**src/rtl/peripheral_msi_ahb3_pkg.sv**
```systemverilog
// Shared AHB3-Lite encodings, arbiter FSM states and burst helpers for the
// MSI slave-port arbiter.
package peripheral_msi_ahb3_pkg;

    localparam logic [1:0] HTRANS_IDLE   = 2'b00;
    localparam logic [1:0] HTRANS_BUSY   = 2'b01;
    localparam logic [1:0] HTRANS_NONSEQ = 2'b10;
    localparam logic [1:0] HTRANS_SEQ    = 2'b11;

    localparam logic [2:0] HBURST_SINGLE = 3'b000;
    localparam logic [2:0] HBURST_INCR   = 3'b001;
    localparam logic [2:0] HBURST_WRAP4  = 3'b010;
    localparam logic [2:0] HBURST_INCR4  = 3'b011;
    localparam logic [2:0] HBURST_WRAP8  = 3'b100;
    localparam logic [2:0] HBURST_INCR8  = 3'b101;
    localparam logic [2:0] HBURST_WRAP16 = 3'b110;
    localparam logic [2:0] HBURST_INCR16 = 3'b111;

    typedef enum logic [1:0] {
        IDLE   = 2'd0,
        BURST  = 2'd1,
        INCR   = 2'd2,
        LOCKED = 2'd3
    } arb_state_t;

    // Number of beats in a fixed-length burst, minus one (0 for SINGLE/INCR).
    function automatic logic [3:0] burst_beats_m1(input logic [2:0] hburst);
        case (hburst)
            HBURST_WRAP4, HBURST_INCR4:   return 4'd3;
            HBURST_WRAP8, HBURST_INCR8:   return 4'd7;
            HBURST_WRAP16, HBURST_INCR16: return 4'd15;
            default:                      return 4'd0;
        endcase
    endfunction

    // True for the six fixed-length burst encodings.
    function automatic logic is_fixed_burst(input logic [2:0] hburst);
        return (hburst != HBURST_SINGLE) && (hburst != HBURST_INCR);
    endfunction

endpackage

```
**src/rtl/peripheral_msi_rr_select_ahb3.sv**
```systemverilog
// Combinational master selector: highest priority level among requesters,
// round-robin within that level starting after the level's last winner.
module peripheral_msi_rr_select_ahb3
    import peripheral_msi_ahb3_pkg::*;
#(
    parameter int MASTERS   = 5,
    parameter int PRIO_BITS = 3,
    localparam int IDX_W    = $clog2(MASTERS),
    localparam int LEVELS   = 1 << PRIO_BITS
) (
    input  logic [MASTERS-1:0]                req,
    input  logic [MASTERS-1:0][PRIO_BITS-1:0] prio,
    input  logic [LEVELS-1:0][IDX_W-1:0]      last_granted,
    input  logic [MASTERS-1:0]                cur_grant,
    output logic [MASTERS-1:0]                next_grant,
    output logic [IDX_W-1:0]                  next_idx,
    output logic [PRIO_BITS-1:0]              level,
    output logic                              found
);

    logic [IDX_W-1:0] cand;
    logic             hit;

    // Find the highest priority level among the requesting masters.
    always_comb begin
        level = '0;
        found = 1'b0;
        for (int i = 0; i < MASTERS; i++) begin
            if (req[i] && (!found || prio[i] > level)) begin
                level = prio[i];
                found = 1'b1;
            end
        end
    end

    // Rotate from the master after the level's last winner; keep grant if idle.
    always_comb begin
        cand     = '0;
        hit      = 1'b0;
        next_idx = '0;
        for (int k = 1; k <= MASTERS; k++) begin
            cand = IDX_W'((int'(last_granted[level]) + k) % MASTERS);
            if (!hit && req[cand] && prio[cand] == level) begin
                hit      = 1'b1;
                next_idx = cand;
            end
        end
        next_grant = found ? (MASTERS'(1) << next_idx) : cur_grant;
    end

endmodule

```
**src/rtl/peripheral_msi_slave_port_arb_ahb3.sv**
```systemverilog
// AHB3-Lite slave-port arbiter: muxes several master request buses onto one
// slave, with burst- and lock-aware switching and an INCR starvation limit.
module peripheral_msi_slave_port_arb_ahb3
    import peripheral_msi_ahb3_pkg::*;
#(
    parameter int PLEN       = 64,
    parameter int XLEN       = 64,
    parameter int MASTERS    = 5,
    parameter int PRIO_BITS  = 3,
    parameter int STARVE_MAX = 16
) (
    input  logic                              HCLK,
    input  logic                              HRESET,
    input  logic [MASTERS-1:0][PRIO_BITS-1:0] mstpriority,
    input  logic [MASTERS-1:0]                mstHSEL,
    input  logic [MASTERS-1:0][PLEN-1:0]      mstHADDR,
    input  logic [MASTERS-1:0][XLEN-1:0]      mstHWDATA,
    input  logic [MASTERS-1:0]                mstHWRITE,
    input  logic [MASTERS-1:0][2:0]           mstHSIZE,
    input  logic [MASTERS-1:0][2:0]           mstHBURST,
    input  logic [MASTERS-1:0][3:0]           mstHPROT,
    input  logic [MASTERS-1:0][1:0]           mstHTRANS,
    input  logic [MASTERS-1:0]                mstHMASTLOCK,
    input  logic [MASTERS-1:0]                mstHREADY,
    output logic [XLEN-1:0]                   mstHRDATA,
    output logic                              mstHREADYOUT,
    output logic                              mstHRESP,
    output logic                              slv_HSEL,
    output logic [PLEN-1:0]                   slv_HADDR,
    output logic [XLEN-1:0]                   slv_HWDATA,
    output logic                              slv_HWRITE,
    output logic [2:0]                        slv_HSIZE,
    output logic [2:0]                        slv_HBURST,
    output logic [3:0]                        slv_HPROT,
    output logic [1:0]                        slv_HTRANS,
    output logic                              slv_HMASTLOCK,
    output logic                              slv_HREADYOUT,
    input  logic [XLEN-1:0]                   slv_HRDATA,
    input  logic                              slv_HREADY,
    input  logic                              slv_HRESP,
    output logic [MASTERS-1:0]                granted_master,
    output logic [1:0]                        arb_state
);

    localparam int IDX_W      = $clog2(MASTERS);
    localparam int LEVELS     = 1 << PRIO_BITS;
    localparam int STV_W      = (STARVE_MAX > 1) ? $clog2(STARVE_MAX + 1) : 1;
    localparam int STARVE_LIM = (STARVE_MAX > 0) ? STARVE_MAX - 1 : 0;
    localparam logic [STV_W-1:0] STARVE_LIM_V = STV_W'(STARVE_LIM);

    // Saturating increment for the starvation counter.
    function automatic logic [STV_W-1:0] sat_inc(input logic [STV_W-1:0] v);
        return (&v) ? v : v + 1'b1;
    endfunction

    logic [MASTERS-1:0]             grant;
    logic [IDX_W-1:0]               addr_idx;
    logic [IDX_W-1:0]               data_idx;
    logic [LEVELS-1:0][IDX_W-1:0]   last_granted;
    logic [3:0]                     beat_cnt, beat_nxt;
    logic [STV_W-1:0]               starve_cnt, starve_nxt, starve_inc;
    arb_state_t                     state, state_nxt;
    logic                           first_phase;

    logic                           owner_sel;
    logic                           owner_lock;
    logic [1:0]                     owner_trans;
    logic [1:0]                     eff_trans;
    logic [2:0]                     owner_burst;
    logic                           competitor;
    logic                           rearb;
    logic                           excl_owner;
    logic                           do_decode;

    logic [MASTERS-1:0]             req;
    logic [MASTERS-1:0]             sel_grant;
    logic [IDX_W-1:0]               sel_idx;
    logic [PRIO_BITS-1:0]           sel_level;
    logic                           sel_found;

    // A forced starvation switch must hand the bus to someone else.
    assign req = excl_owner ? (mstHSEL & ~grant) : mstHSEL;

    peripheral_msi_rr_select_ahb3 #(
        .MASTERS   (MASTERS),
        .PRIO_BITS (PRIO_BITS)
    ) u_select (
        .req          (req),
        .prio         (mstpriority),
        .last_granted (last_granted),
        .cur_grant    (grant),
        .next_grant   (sel_grant),
        .next_idx     (sel_idx),
        .level        (sel_level),
        .found        (sel_found)
    );

    // Owner view, with SEQ/BUSY fix-up on the first address phase after a switch.
    always_comb begin
        owner_sel   = mstHSEL[addr_idx];
        owner_lock  = mstHMASTLOCK[addr_idx];
        owner_trans = mstHTRANS[addr_idx];
        owner_burst = mstHBURST[addr_idx];
        eff_trans   = owner_trans;
        if (first_phase) begin
            if (owner_trans == HTRANS_SEQ)  eff_trans = HTRANS_NONSEQ;
            if (owner_trans == HTRANS_BUSY) eff_trans = HTRANS_IDLE;
        end
        competitor = 1'b0;
        for (int i = 0; i < MASTERS; i++) begin
            if (IDX_W'(i) != addr_idx && mstHSEL[i] &&
                mstpriority[i] >= mstpriority[addr_idx]) begin
                competitor = 1'b1;
            end
        end
    end

    // Next-state and switch decision from the owner's current address phase.
    always_comb begin
        state_nxt  = state;
        beat_nxt   = beat_cnt;
        starve_nxt = starve_cnt;
        starve_inc = sat_inc(starve_cnt);
        rearb      = 1'b0;
        excl_owner = 1'b0;
        do_decode  = 1'b0;
        case (state)
            IDLE: do_decode = 1'b1;
            BURST: begin
                if (slv_HRESP) begin
                    state_nxt = IDLE;
                    beat_nxt  = 4'd0;
                end else if (!owner_sel || eff_trans == HTRANS_IDLE ||
                             eff_trans == HTRANS_NONSEQ) begin
                    do_decode = 1'b1;
                end else if (eff_trans == HTRANS_SEQ) begin
                    if (beat_cnt <= 4'd1) begin
                        beat_nxt  = 4'd0;
                        state_nxt = IDLE;
                        rearb     = 1'b1;
                    end else begin
                        beat_nxt = beat_cnt - 4'd1;
                    end
                end
            end
            INCR: begin
                if (slv_HRESP) begin
                    state_nxt  = IDLE;
                    starve_nxt = '0;
                end else if (!owner_sel || eff_trans == HTRANS_IDLE ||
                             eff_trans == HTRANS_NONSEQ) begin
                    do_decode = 1'b1;
                end else if (eff_trans == HTRANS_SEQ) begin
                    // starve_inc counts the SEQ beats accepted including this one.
                    if (STARVE_MAX != 0 && starve_inc >= STARVE_LIM_V && competitor) begin
                        state_nxt  = IDLE;
                        starve_nxt = '0;
                        rearb      = 1'b1;
                        excl_owner = 1'b1;
                    end else begin
                        starve_nxt = starve_inc;
                    end
                end
            end
            LOCKED: begin
                if (!owner_lock && (eff_trans == HTRANS_IDLE ||
                                    eff_trans == HTRANS_NONSEQ)) begin
                    do_decode = 1'b1;
                end
            end
            default: state_nxt = IDLE;
        endcase
        if (do_decode) begin
            state_nxt  = IDLE;
            beat_nxt   = 4'd0;
            starve_nxt = '0;
            if (owner_sel && eff_trans == HTRANS_NONSEQ) begin
                if (owner_lock) begin
                    state_nxt = LOCKED;
                end else if (is_fixed_burst(owner_burst)) begin
                    state_nxt = BURST;
                    beat_nxt  = burst_beats_m1(owner_burst);
                end else if (owner_burst == HBURST_INCR) begin
                    state_nxt = INCR;
                end else begin
                    rearb = 1'b1;
                end
            end else begin
                rearb = 1'b1;
            end
        end
    end

    // Arbiter state register; everything advances only on slave-ready cycles.
    always_ff @(posedge HCLK) begin
        if (HRESET) begin
            grant        <= MASTERS'(1);
            addr_idx     <= '0;
            data_idx     <= '0;
            last_granted <= '0;
            beat_cnt     <= 4'd0;
            starve_cnt   <= '0;
            state        <= IDLE;
            first_phase  <= 1'b0;
        end else if (slv_HREADY) begin
            state       <= state_nxt;
            beat_cnt    <= beat_nxt;
            starve_cnt  <= starve_nxt;
            data_idx    <= addr_idx;
            first_phase <= 1'b0;
            if (rearb && sel_found) begin
                grant                   <= sel_grant;
                addr_idx                <= sel_idx;
                last_granted[sel_level] <= sel_idx;
                first_phase             <= (sel_idx != addr_idx);
            end
        end
    end

    assign slv_HSEL       = mstHSEL[addr_idx];
    assign slv_HADDR      = mstHADDR[addr_idx];
    assign slv_HWDATA     = mstHWDATA[data_idx];
    assign slv_HWRITE     = mstHWRITE[addr_idx];
    assign slv_HSIZE      = mstHSIZE[addr_idx];
    assign slv_HBURST     = mstHBURST[addr_idx];
    assign slv_HPROT      = mstHPROT[addr_idx];
    assign slv_HTRANS     = eff_trans;
    assign slv_HMASTLOCK  = mstHMASTLOCK[addr_idx];
    assign slv_HREADYOUT  = mstHREADY[addr_idx];
    assign mstHRDATA      = slv_HRDATA;
    assign mstHREADYOUT   = slv_HREADY;
    assign mstHRESP       = slv_HRESP;
    assign granted_master = grant;
    assign arb_state      = state;

endmodule

```
**config.mk**
```make
export PLATFORM = sky130hd
export DESIGN_NAME = peripheral_msi_slave_port_arb_ahb3
export DESIGN_NICKNAME = d
export VERILOG_FILES = /design/src/rtl/peripheral_msi_ahb3_pkg.sv /design/src/rtl/peripheral_msi_rr_select_ahb3.sv /design/src/rtl/peripheral_msi_slave_port_arb_ahb3.sv
export SDC_FILE = /design/constraint.sdc
export NUM_CORES = 1
export LEC_CHECK = 0
export ABC_CLOCK_PERIOD_IN_PS = 18600
export BUFFER_PORTS_ARGS = -buffer_cell sky130_fd_sc_hd__buf_2
export CELL_PAD_IN_SITES_DETAIL_PLACEMENT = 1
export CELL_PAD_IN_SITES_GLOBAL_PLACEMENT = 2
export CORE_AREA = 2 2 393 395
export DETAILED_ROUTE_END_ITERATION = 6
export DIE_AREA = 0 0 395 397
export GPL_ROUTABILITY_DRIVEN = 0
export PLACE_DENSITY = 0.51
export SETUP_SLACK_MARGIN = 0.05
export SYNTH_ARGS = -nofsm -noshare
export SYNTH_HDL_FRONTEND = slang
export SYNTH_SLANG_ARGS = --single-unit
```
**constraint.sdc**
```tcl
create_clock -name HCLK -period 18.6 [get_ports HCLK]
set_input_delay 1.86 -clock HCLK [delete_from_list [all_inputs] [get_ports HCLK]]
set_output_delay 1.86 -clock HCLK [all_outputs]
set_load 0.005 [all_outputs]
```
==> results of run 1 <==
-- cells by family (layout without fill, tap and decap cells) --
logic type               Yosys count  in the layout  synth area share [%]
XOR/XNOR                          21             21                  1.53
AO/OA/AOI/OAI                    443            443                  26.0
adder cells (fa/ha/maj)           59             59                  5.91
buffers and inverters            287           1074                  11.0
multiplexers                     214            214                  32.2
other                              0             22                     0
flip-flops                        47             47                  7.53
AND/OR/NAND/NOR                  409            409                  15.8
-- metrics by stage --
step                      worst slack (ns)  instance area, sq um  hold WS, ns  std cells
after floorplan                       2.17                 12500        0.437       1480
after global placement                1.17                 19100        0.459       4303
after detailed placement             0.864                 19100        0.459       4303
after CTS                             1.16                 19300        0.469       4311
after global routing                0.0784                 19300        0.499       4322
final                                 1.26                 19300        0.469       4333
-- repair_timing --
| item | 4_1_cts | 5_1_grt |
|---|---|---|
| hold endpoints to repair | 0 | 0 |
| setup endpoints to repair | 0 | 31 |
| resized for setup | 0 | 3 |
-- state kept, by name, summed over array words and instances (netlist names) --
| signal | count |
|---|---|
| granted_master | 5 |
| first_phase | 1 |
| addr_idx | 3 |
| arb_state | 2 |
| starve_cnt | 5 |
| data_idx | 3 |
| last_granted | 24 |
| beat_cnt | 4 |
-- power by group through the flow --
stage / clock network, mW / logic, mW / registers [mW]
final: 0.0970 / 2.91 / 0.156
after global routing: 0.105 / 3.10 / 0.159
after CTS: 0.101 / 2.97 / 0.158
after detailed placement: 0 / 2.96 / 0.160
after global placement: 0 / 2.96 / 0.160
after floorplan: 0 / 1.56 / 0.128
-- cell usage after synthesis (10+ instances only) --
library cell	instances	share of area, %
sky130_fd_sc_hd__mux4_2	149	27
sky130_fd_sc_hd__nand2_1	128	3.8
sky130_fd_sc_hd__nor2_1	110	3.3
sky130_fd_sc_hd__inv_1	104	3.1
sky130_fd_sc_hd__o21ai_0	94	3.8
sky130_fd_sc_hd__a22o_1	82	5.7
sky130_fd_sc_hd__buf_4	72	4.3
sky130_fd_sc_hd__clkbuf_1	62	1.9
sky130_fd_sc_hd__ha_1	59	5.9
sky130_fd_sc_hd__a21oi_1	56	2.2
sky130_fd_sc_hd__mux2i_1	53	4.2
sky130_fd_sc_hd__dfxtp_1	47	7.5
sky130_fd_sc_hd__nor3_1	30	1.2
sky130_fd_sc_hd__buf_1	29	0.87
sky130_fd_sc_hd__nand3_1	29	1.2
sky130_fd_sc_hd__a211oi_1	20	1.2
sky130_fd_sc_hd__o211ai_1	20	1.2
sky130_fd_sc_hd__xnor2_1	19	1.3
sky130_fd_sc_hd__and3_1	17	0.85
sky130_fd_sc_hd__a31oi_1	15	0.75
sky130_fd_sc_hd__nor4_1	15	0.75
sky130_fd_sc_hd__buf_2	14	0.56
sky130_fd_sc_hd__nand2b_1	13	0.65
sky130_fd_sc_hd__nor2b_1	13	0.65
sky130_fd_sc_hd__a211o_1	12	0.84
sky130_fd_sc_hd__mux2_2	10	0.90
-- worst paths after layout --
kind,endpoint,cells after the start
setup reg to reg,first_phase,71
hold / removal,last_granted[6],2
setup / recovery,first_phase,72
hold reg to reg,last_granted[6],2
-- metal layers --
metal	vias up	share of wire [%]	global-route usage [%]
met5	-	0.25	0
met4	54	8.8	13.6
met3	360	7.0	5.31
met2	954	54	37.3
met1	8412	30	16.8
li1	7267	-	-
-- critical path: cells and delay by family --
kind | cells | cell delay [ns]
and+or+nand+nor | 19 | 4.24
buffers and inverters | 9 | 1.18
xor gates and xnor gates | 1 | 0.06
adders and majority gates | 8 | 2.15
muxes | 4 | 1.35
AOI/OAI and AO/OA | 31 | 6.60
-- cell type report --
cell class,instances,area [sq um]
fill,18500,134000
multi-input combinational,1146,10200
timing repair buffer,958,4990
tap,2044,2560
sequential,47,957
inverter,108,408
clock buffer,7,143
antenna,22,55.1
clock inverter,1,8.76
==> flow_results.org, run 1 <==
** Setup path
- CP Class :: input port to register
- In this design, the critical path's most frequently occurring cell is sky130_fd_sc_hd__ha_1.
- CP required :: about 19 ns
- Worst Setup End Kind :: register
- For this design, the slowest cell found on the critical path is sky130_fd_sc_hd__or3b_1.
- Data on the critical path arrives at its endpoint at 17.51 ns.
- CP Launch Point :: mstpriority[11]
- Launch instance of the worst register-to-register path :: addr_idx[0]
- On the worst path, the slowest cell contributes a delay of 0.53 ns.
- Slack of the worst reg-to-reg path :: roughly 2.2 ns
- Biggest fanout along the worst timing path :: 13
- STA classifies the critical path startpoint as an input port.

** STA
- Final setup fails :: 0
- Based on the critical path, the design can be clocked at up to about 58 MHz.
- Period utilisation layout :: 93.2%
- Adding up every negative setup slack in the final design gives 0 ns.
- Setup repair after global routing left no endpoint under its margin.
- For the pin with the worst max-slew slack, the measured transition is between 1 and 1.5 ns.
- The count of final max-slew check failures was 0.
- Relative max-transition margin :: under 10%
- Number of hold-slack violations in the final timing report :: 0
- The smallest clock period supported by the final layout is computed as between 15 and 20 ns.
- Setup clock skew after layout :: between 0.009 and 0.01 ns

** Clocking
- Total CTS buffers :: 5
- Clock-pin slew was measured on the worst setup and hold paths at ~0.070 ns.
- At the later pin of the worst-skew pair, clock insertion delay measures between 0.3 and 0.4 ns.
- Post-CTS Hold Fix Bufs :: 0
- The tree is rooted in a sky130_fd_sc_hd__clkbuf_16.
- Counting every sink on the clock net gives 47.
- The clock passes through at most 2 buffers.
- TritonCTS built the clock tree.
- The number of setup buffers added after CTS is 0.
- H-tree levels :: 2

** Min path
- HP Class :: register to register
- In this run the most critical hold path is launched from last_granted[6].

** Floorplan
- Area of the placeable core :: between 150,000 and 200,000 sq um
- Starting utilization of the core area :: roughly 8.2%
- In this run the vertical extent of the chip is roughly 400 um.
- Total number of placement rows :: around 140
- Area of the die :: approximately 160,000 sq um
- between 1,000 and 1,500 I/O pins were placed.
- Die X :: approximately 400 um

** Pwr
- In this run, the combinational gates consume approximately 92% of the power.
- Proportion of total power due to net switching :: 60.6%
- IR analysis of the VDD net gives a maximum drop of around 60 uV.
- Power spent charging and discharging nets :: around 1.9 mW
- Static leakage power :: approximately 8.3 nW
- Power share of the sequential group :: around 4.9%
- For this design the ratio of total power to cell area is around 160 nW/um^2.
- Overall power consumption after layout is estimated at about 3.2 mW.
- Internal power comes to ~1.2 mW.
- The clock network is responsible for just over 3% of the overall power.

** Synthesis
- Post-Synthesis Cells :: 1,480
- Sequential cells were found to cover 7.53% of the synthesized design area.
- After synthesis the cells add up to ~12,000 sq um.
- In this run, synthesis produced a sequential element count of 47.
- The Yosys step of the flow raised 0 warnings.
- The number of nets handed over by synthesis was about 2,300.
- Share of synthesized flip-flops with an asynchronous set or reset :: 0%
- Counting flops with a built-in enable in the synthesized netlist gives 0.
- The number of different library cells used by synthesis comes to 95.
- Synthesized area per cell :: ~8.4 sq um
- Most used DFF post-synth :: sky130_fd_sc_hd__dfxtp_1

** Global route
- Pin count of the biggest net entering global routing :: just under 70
- Across every metal layer, demand over resource in global routing totals between 10% and 20%.
- Number of antenna violations at the first check in global routing :: 118
- The via count of the first global-routing pass is about 17,000.
- Global-route wire length before repair :: 194,000 um
- GRT Residual Overflow :: 0

** Flow run
- The tool flagged a number of max-cap violations equal to 0.

** Placed design
- Input and output buffers added on the ports amount to between 800 and 900.
- The HPWL after detailed placement is roughly 140,000 um.

** Routing
- Detailed-route vias per instance :: just under 4
- The detail route stage leaves a number of antenna-violating nets equal to 0.
- For this run, design rule violations remaining after detail routing come to 0.
- Starting DRC count in detailed routing :: 1,204
- After detailed routing, the average wire length per cell comes to 36.5 um.
- The pre-antenna-repair detailed-routing pass consisted of 7 iterations.
- Via count :: 17,000
- Total wirelength of the detailed-routed design :: ~160,000 um

** Cells and area
- In the final layout, the share of cells above drive strength 1 is 51.7%.
- Leaving out fill and tap cells, the most frequent cell in the layout is sky130_fd_sc_hd__buf_2.
- Share of the core filled with cells :: roughly 13%
- Syn-to-layout area delta :: 54.7%
- Leaving out fill and tap cells, the most frequent cells in the layout are sky130_fd_sc_hd__buf_2, sky130_fd_sc_hd__mux4_2, sky130_fd_sc_hd__nand2_1.
- Fin nets :: approximately 3,100

** Status
- The run finished with clean final reports.
No activity file was read; power rests on OpenSTA's default activity.
==> run 2, diff against run 1 <==
ABC_AREA = 1   (was default)
CORE_AREA = 2 2 396 398   (was 2 2 393 395)
DIE_AREA = 0 0 398 400   (was 0 0 395 397)
PLACE_DENSITY = 0.55   (was 0.51)
==> run 2 against run 1 <==
Final cell count rose by 16%. Total power fell by 6.2%. Clock skew rose by 0.0016 ns. Clock power barely moved. Global-route usage fell by 3.9 points. Register-to-register slack improved by 2.7 ns. Critical endpoint unchanged.
==> flow_results.org, run 2 <==
** STA
- The count of final hold-check violations came to 0 (unchanged).
- Relative max-transition margin :: 36.6% (+34 points)
- The final critical delay including setup and external delays came to 13.87 ns (-3.46 ns).
- The final-layout setup total negative slack came to 0 ns (unchanged).
- The actual transition at the worst max-transition pin came to 0.952 ns (-0.501 ns).
- Final Hold Slack :: 0.483 ns (+0.0134 ns)
- Highest clock frequency the design can meet :: 72.1 MHz (+25%)
- Unrepaired setup endpoints after global routing :: false
- Setup clock skew after layout :: 0.0111 ns (+0.00160 ns)
- Period utilisation layout :: 74.6% (-19 points)
- The count of final max-slew check failures is 0 (unchanged).
- The final count of negative-setup-slack endpoints came to 0 (unchanged).

** Setup path
- CP Class :: input port to register
- Slowest cell delay on critical path :: 0.49 ns (-0.04 ns)
- Worst Setup Start Kind :: input port
- The required time reported for the critical path endpoint came to 18.76 ns (about the same).
- The arrival time reported for the critical path endpoint was 14.03 ns (-3.48 ns).
- Slowest stage cell on the critical path :: sky130_fd_sc_hd__o21ai_1
- Biggest fanout along the worst timing path :: 16 (+3)
- Path depth of the worst reg2reg path :: 82 (+15%)
- STA classifies the critical path endpoint as a register.
- Counting stages on the worst path, the most repeated cell is sky130_fd_sc_hd__nand2_1.

** Placed design
- The port buffer count came to 891 (unchanged).
- Sum of net half-perimeters after detailed placement :: 114,000 um (-21%)
- Placed cell area :: 18,300 sq um (-4.0%)

** Synthesis
- The yosys synthesis warning count came to 0 (unchanged).
- Synth area leaders :: sky130_fd_sc_hd__nand2_1, sky130_fd_sc_hd__dfxtp_1, sky130_fd_sc_hd__a21oi_1, sky130_fd_sc_hd__nand3_1, sky130_fd_sc_hd__inv_1
- Part of the Yosys area used for sequential elements :: 7.73% (+0.20 points)
- Among all flip-flop cells after synthesis, the most frequent one is sky130_fd_sc_hd__dfxtp_1.
- The number of synthesized flops with an enable pin was 0 (unchanged).
- Post-Synthesis Cells :: 2,213 (+50%)
- Most frequent cell after synthesis :: sky130_fd_sc_hd__nand2_1
- Dominant cell type by area after synthesis :: sky130_fd_sc_hd__nand2_1
- Synthesized area per cell :: 5.50 sq um (-35%)
- Leading cell types by count after synthesis :: sky130_fd_sc_hd__nand2_1, sky130_fd_sc_hd__inv_1, sky130_fd_sc_hd__a21oi_1
- The net count after synthesis came to 3,075 (+31%).
- Share of synthesized flip-flops with an asynchronous set or reset :: 0% (unchanged)
- The count of distinct cell types in the synthesized netlist was 52 (-45%).
- The number of synthesized register bits is 47 (unchanged).
- Synth top area share :: 24.7% (-2.2 points)
- Cell area after technology mapping :: 12,200 sq um (-2.6%)

** Cells and area
- Flip-flop count of the largest register after layout :: 24 (unchanged)
- Syn-to-layout area delta :: 52.3%
- The final standard cell area without fillers came to 18,500 sq um (-4.1%).
- Commonest cells after routing, fill and taps aside :: sky130_fd_sc_hd__buf_2, sky130_fd_sc_hd__nand2_1, sky130_fd_sc_hd__inv_1
- The filler cell count came to 19,500 (+5.5%).
- Fin nets :: 3,799 (+21%)
- The fraction of layout instances using a drive strength above 1 is 35.1% (-17 points).
- Leading cell type in the layout, fill and taps excluded :: sky130_fd_sc_hd__buf_2
- Counting flops per register, the top entry is last_granted.

** Floorplan
- Total number of placement rows :: 145 (+0.69%)
- Number of top-level pins :: 1,020 (unchanged)
- Area of the die :: 159,000 sq um (+1.5%)
- Die X :: 398 um (+0.76%)
- Starting utilization of the core area :: 7.84% (-0.32 points)
- Height of the die :: 400 um (+0.76%)
- The floorplan core area was 155,000 sq um (+1.4%).

** Min path
- HP Class :: register to register
- Number of cells on the worst hold path :: 2 (unchanged)

** Routing
- The number of DRC markers after the initial detailed-route iteration came to 1,214 (+0.83%).
- The post-detailed-route wirelength per cell is 25.9 um (-29%).
- The number of vias per cell is 3.81 (-3.2%).
- The post-detailed-route count of antenna-violating nets came to 0 (unchanged).
- Detailed-route DRC error count :: 0 (unchanged)
- The sum of routed wire length over all layers is 130,000 um (-18%).
- First-pass DRT Iterations :: 5 (-2)
- Via count :: 19,100 (+12%)

** Clocking
- Post-CTS Hold Fix Bufs :: 0 (unchanged)
- H-tree levels :: 2 (unchanged)
- Total CTS buffers :: 5 (unchanged)
- The CTS sink count was 47 (unchanged).
- Source-to-sink clock delay at the later pin of the worst-skew pair :: 0.31 ns (about the same)
- The clock-pin slew on the worst setup and hold paths is 0.07 ns (about the same).
- Buffer levels on the longest clock path :: 2 (unchanged)
- The number of resized instances in the post-cts repair step came to 0 (unchanged).
- The cell sitting at the root of the clock tree is a sky130_fd_sc_hd__clkbuf_16.
- Number of buffers added for setup after CTS :: 0 (unchanged)
- TritonCTS built the clock tree.

** Global route
- GRT Residual Overflow :: 0 (unchanged)
- Number of antenna violations at the first check in global routing :: 83 (-30%)
- Via count of the first global-routing pass :: 18,900 (+11%)
- Global-route wire length before repair :: 167,000 um (-14%)
- The total global routing track utilization was 15.3% (-3.9 points).
- The largest net degree at the start of global routing was 81 (+19%).

** Status
- The flow ran to the end, and the final reports show no timing, DRC or antenna violations.

** Pwr
- Power density over cell area :: 160 nW/um^2 (-2.2%)
- The reported leakage power is 9.40 nW (+13%).
- The peak supply drop came to 81.9 uV (+33%).

** Flow run
- Max Cap Viol :: 0 (unchanged)
## run 2: changes by cell type after synthesis, sizes merged, moves of 42 or more
cell,change
mux4,-149
nor2,-51
a221o,+61
nand2,+713
clkbuf,+42
nand4,+84
nand3,+157
mux2i,-53
inv,+114
a21oi,+118
## run 2: cell type report
type | instances | area, sq um | share of cell area, %
Multi-Input combinational cell | 1750 | 9360 | 50.5
Timing Repair Buffer | 907 | 4580 | 24.7
Clock inverter | 3 | 22.5 | 0.122
Tap cell | 2058 | 2570 | 13.9
Inverter | 226 | 868 | 4.69
Antenna cell | 19 | 47.5 | 0.257
Sequential cell | 47 | 952 | 5.14
Clock buffer | 5 | 125 | 0.675
## run 2: cells by family after synthesis
group	count (synthesis)	synth area share, %
buf+inv	416	15.5
simple gates	1190	43.7
flops	47	7.73
xor+xnor	8	0.576
fa+ha+maj	59	6.07
compound gates	493	26.4
## run 2: metal layers
metal / track usage (%) / share of wire (%) / routed length (um) / vias up
li1: - / - / - / 8892
met1: 15.9 / 35 / 46000 / 9128
met2: 27.8 / 51 / 66200 / 838
met3: 5.41 / 9.1 / 11800 / 207
met4: 5.63 / 4.3 / 5550 / 34
met5: 1.76 / 0.36 / 466 / -
## run 2: final timing paths
| kind | from | end | slack, ns |
|---|---|---|---|
| setup / recovery | mstpriority[11] | first_phase | 4.73 |
| hold / removal | first_phase | first_phase | 0.48 |
| setup reg to reg | addr_idx[0] | first_phase | 4.91 |
| hold reg to reg | first_phase | first_phase | 0.48 |
## run 2: through the flow
stage	total power, mW	util (%)	std cells	setup slack [ns]
finish	2.96	11.9	5015	4.73
global placement	2.90	11.8	4988	4.50
floorplan	1.80	-	2213	7.24
detailed placement	2.90	11.8	4988	4.45
global route	3.29	11.9	5007	3.38
CTS	3.02	11.9	4996	4.73
## run 2: power breakdown
group	switching (mW)	leakage, nW	internal (mW)	total, mW
combinational	1.89	8.94	0.818	2.71
clock	0.0461	0.0747	0.0507	0.0968
sequential	0.0346	0.385	0.121	0.155
total	1.97	9.40	0.990	2.96
## run 2: critical path: cells and delay by family
family | cells | cell delay [ns]
and+or+nand+nor | 52 | 6.13
AOI/OAI and AO/OA | 12 | 2.29
adders and majority gates | 8 | 2.38
buffers and inverters | 9 | 0.96
xor gates and xnor gates | 1 | 0.36
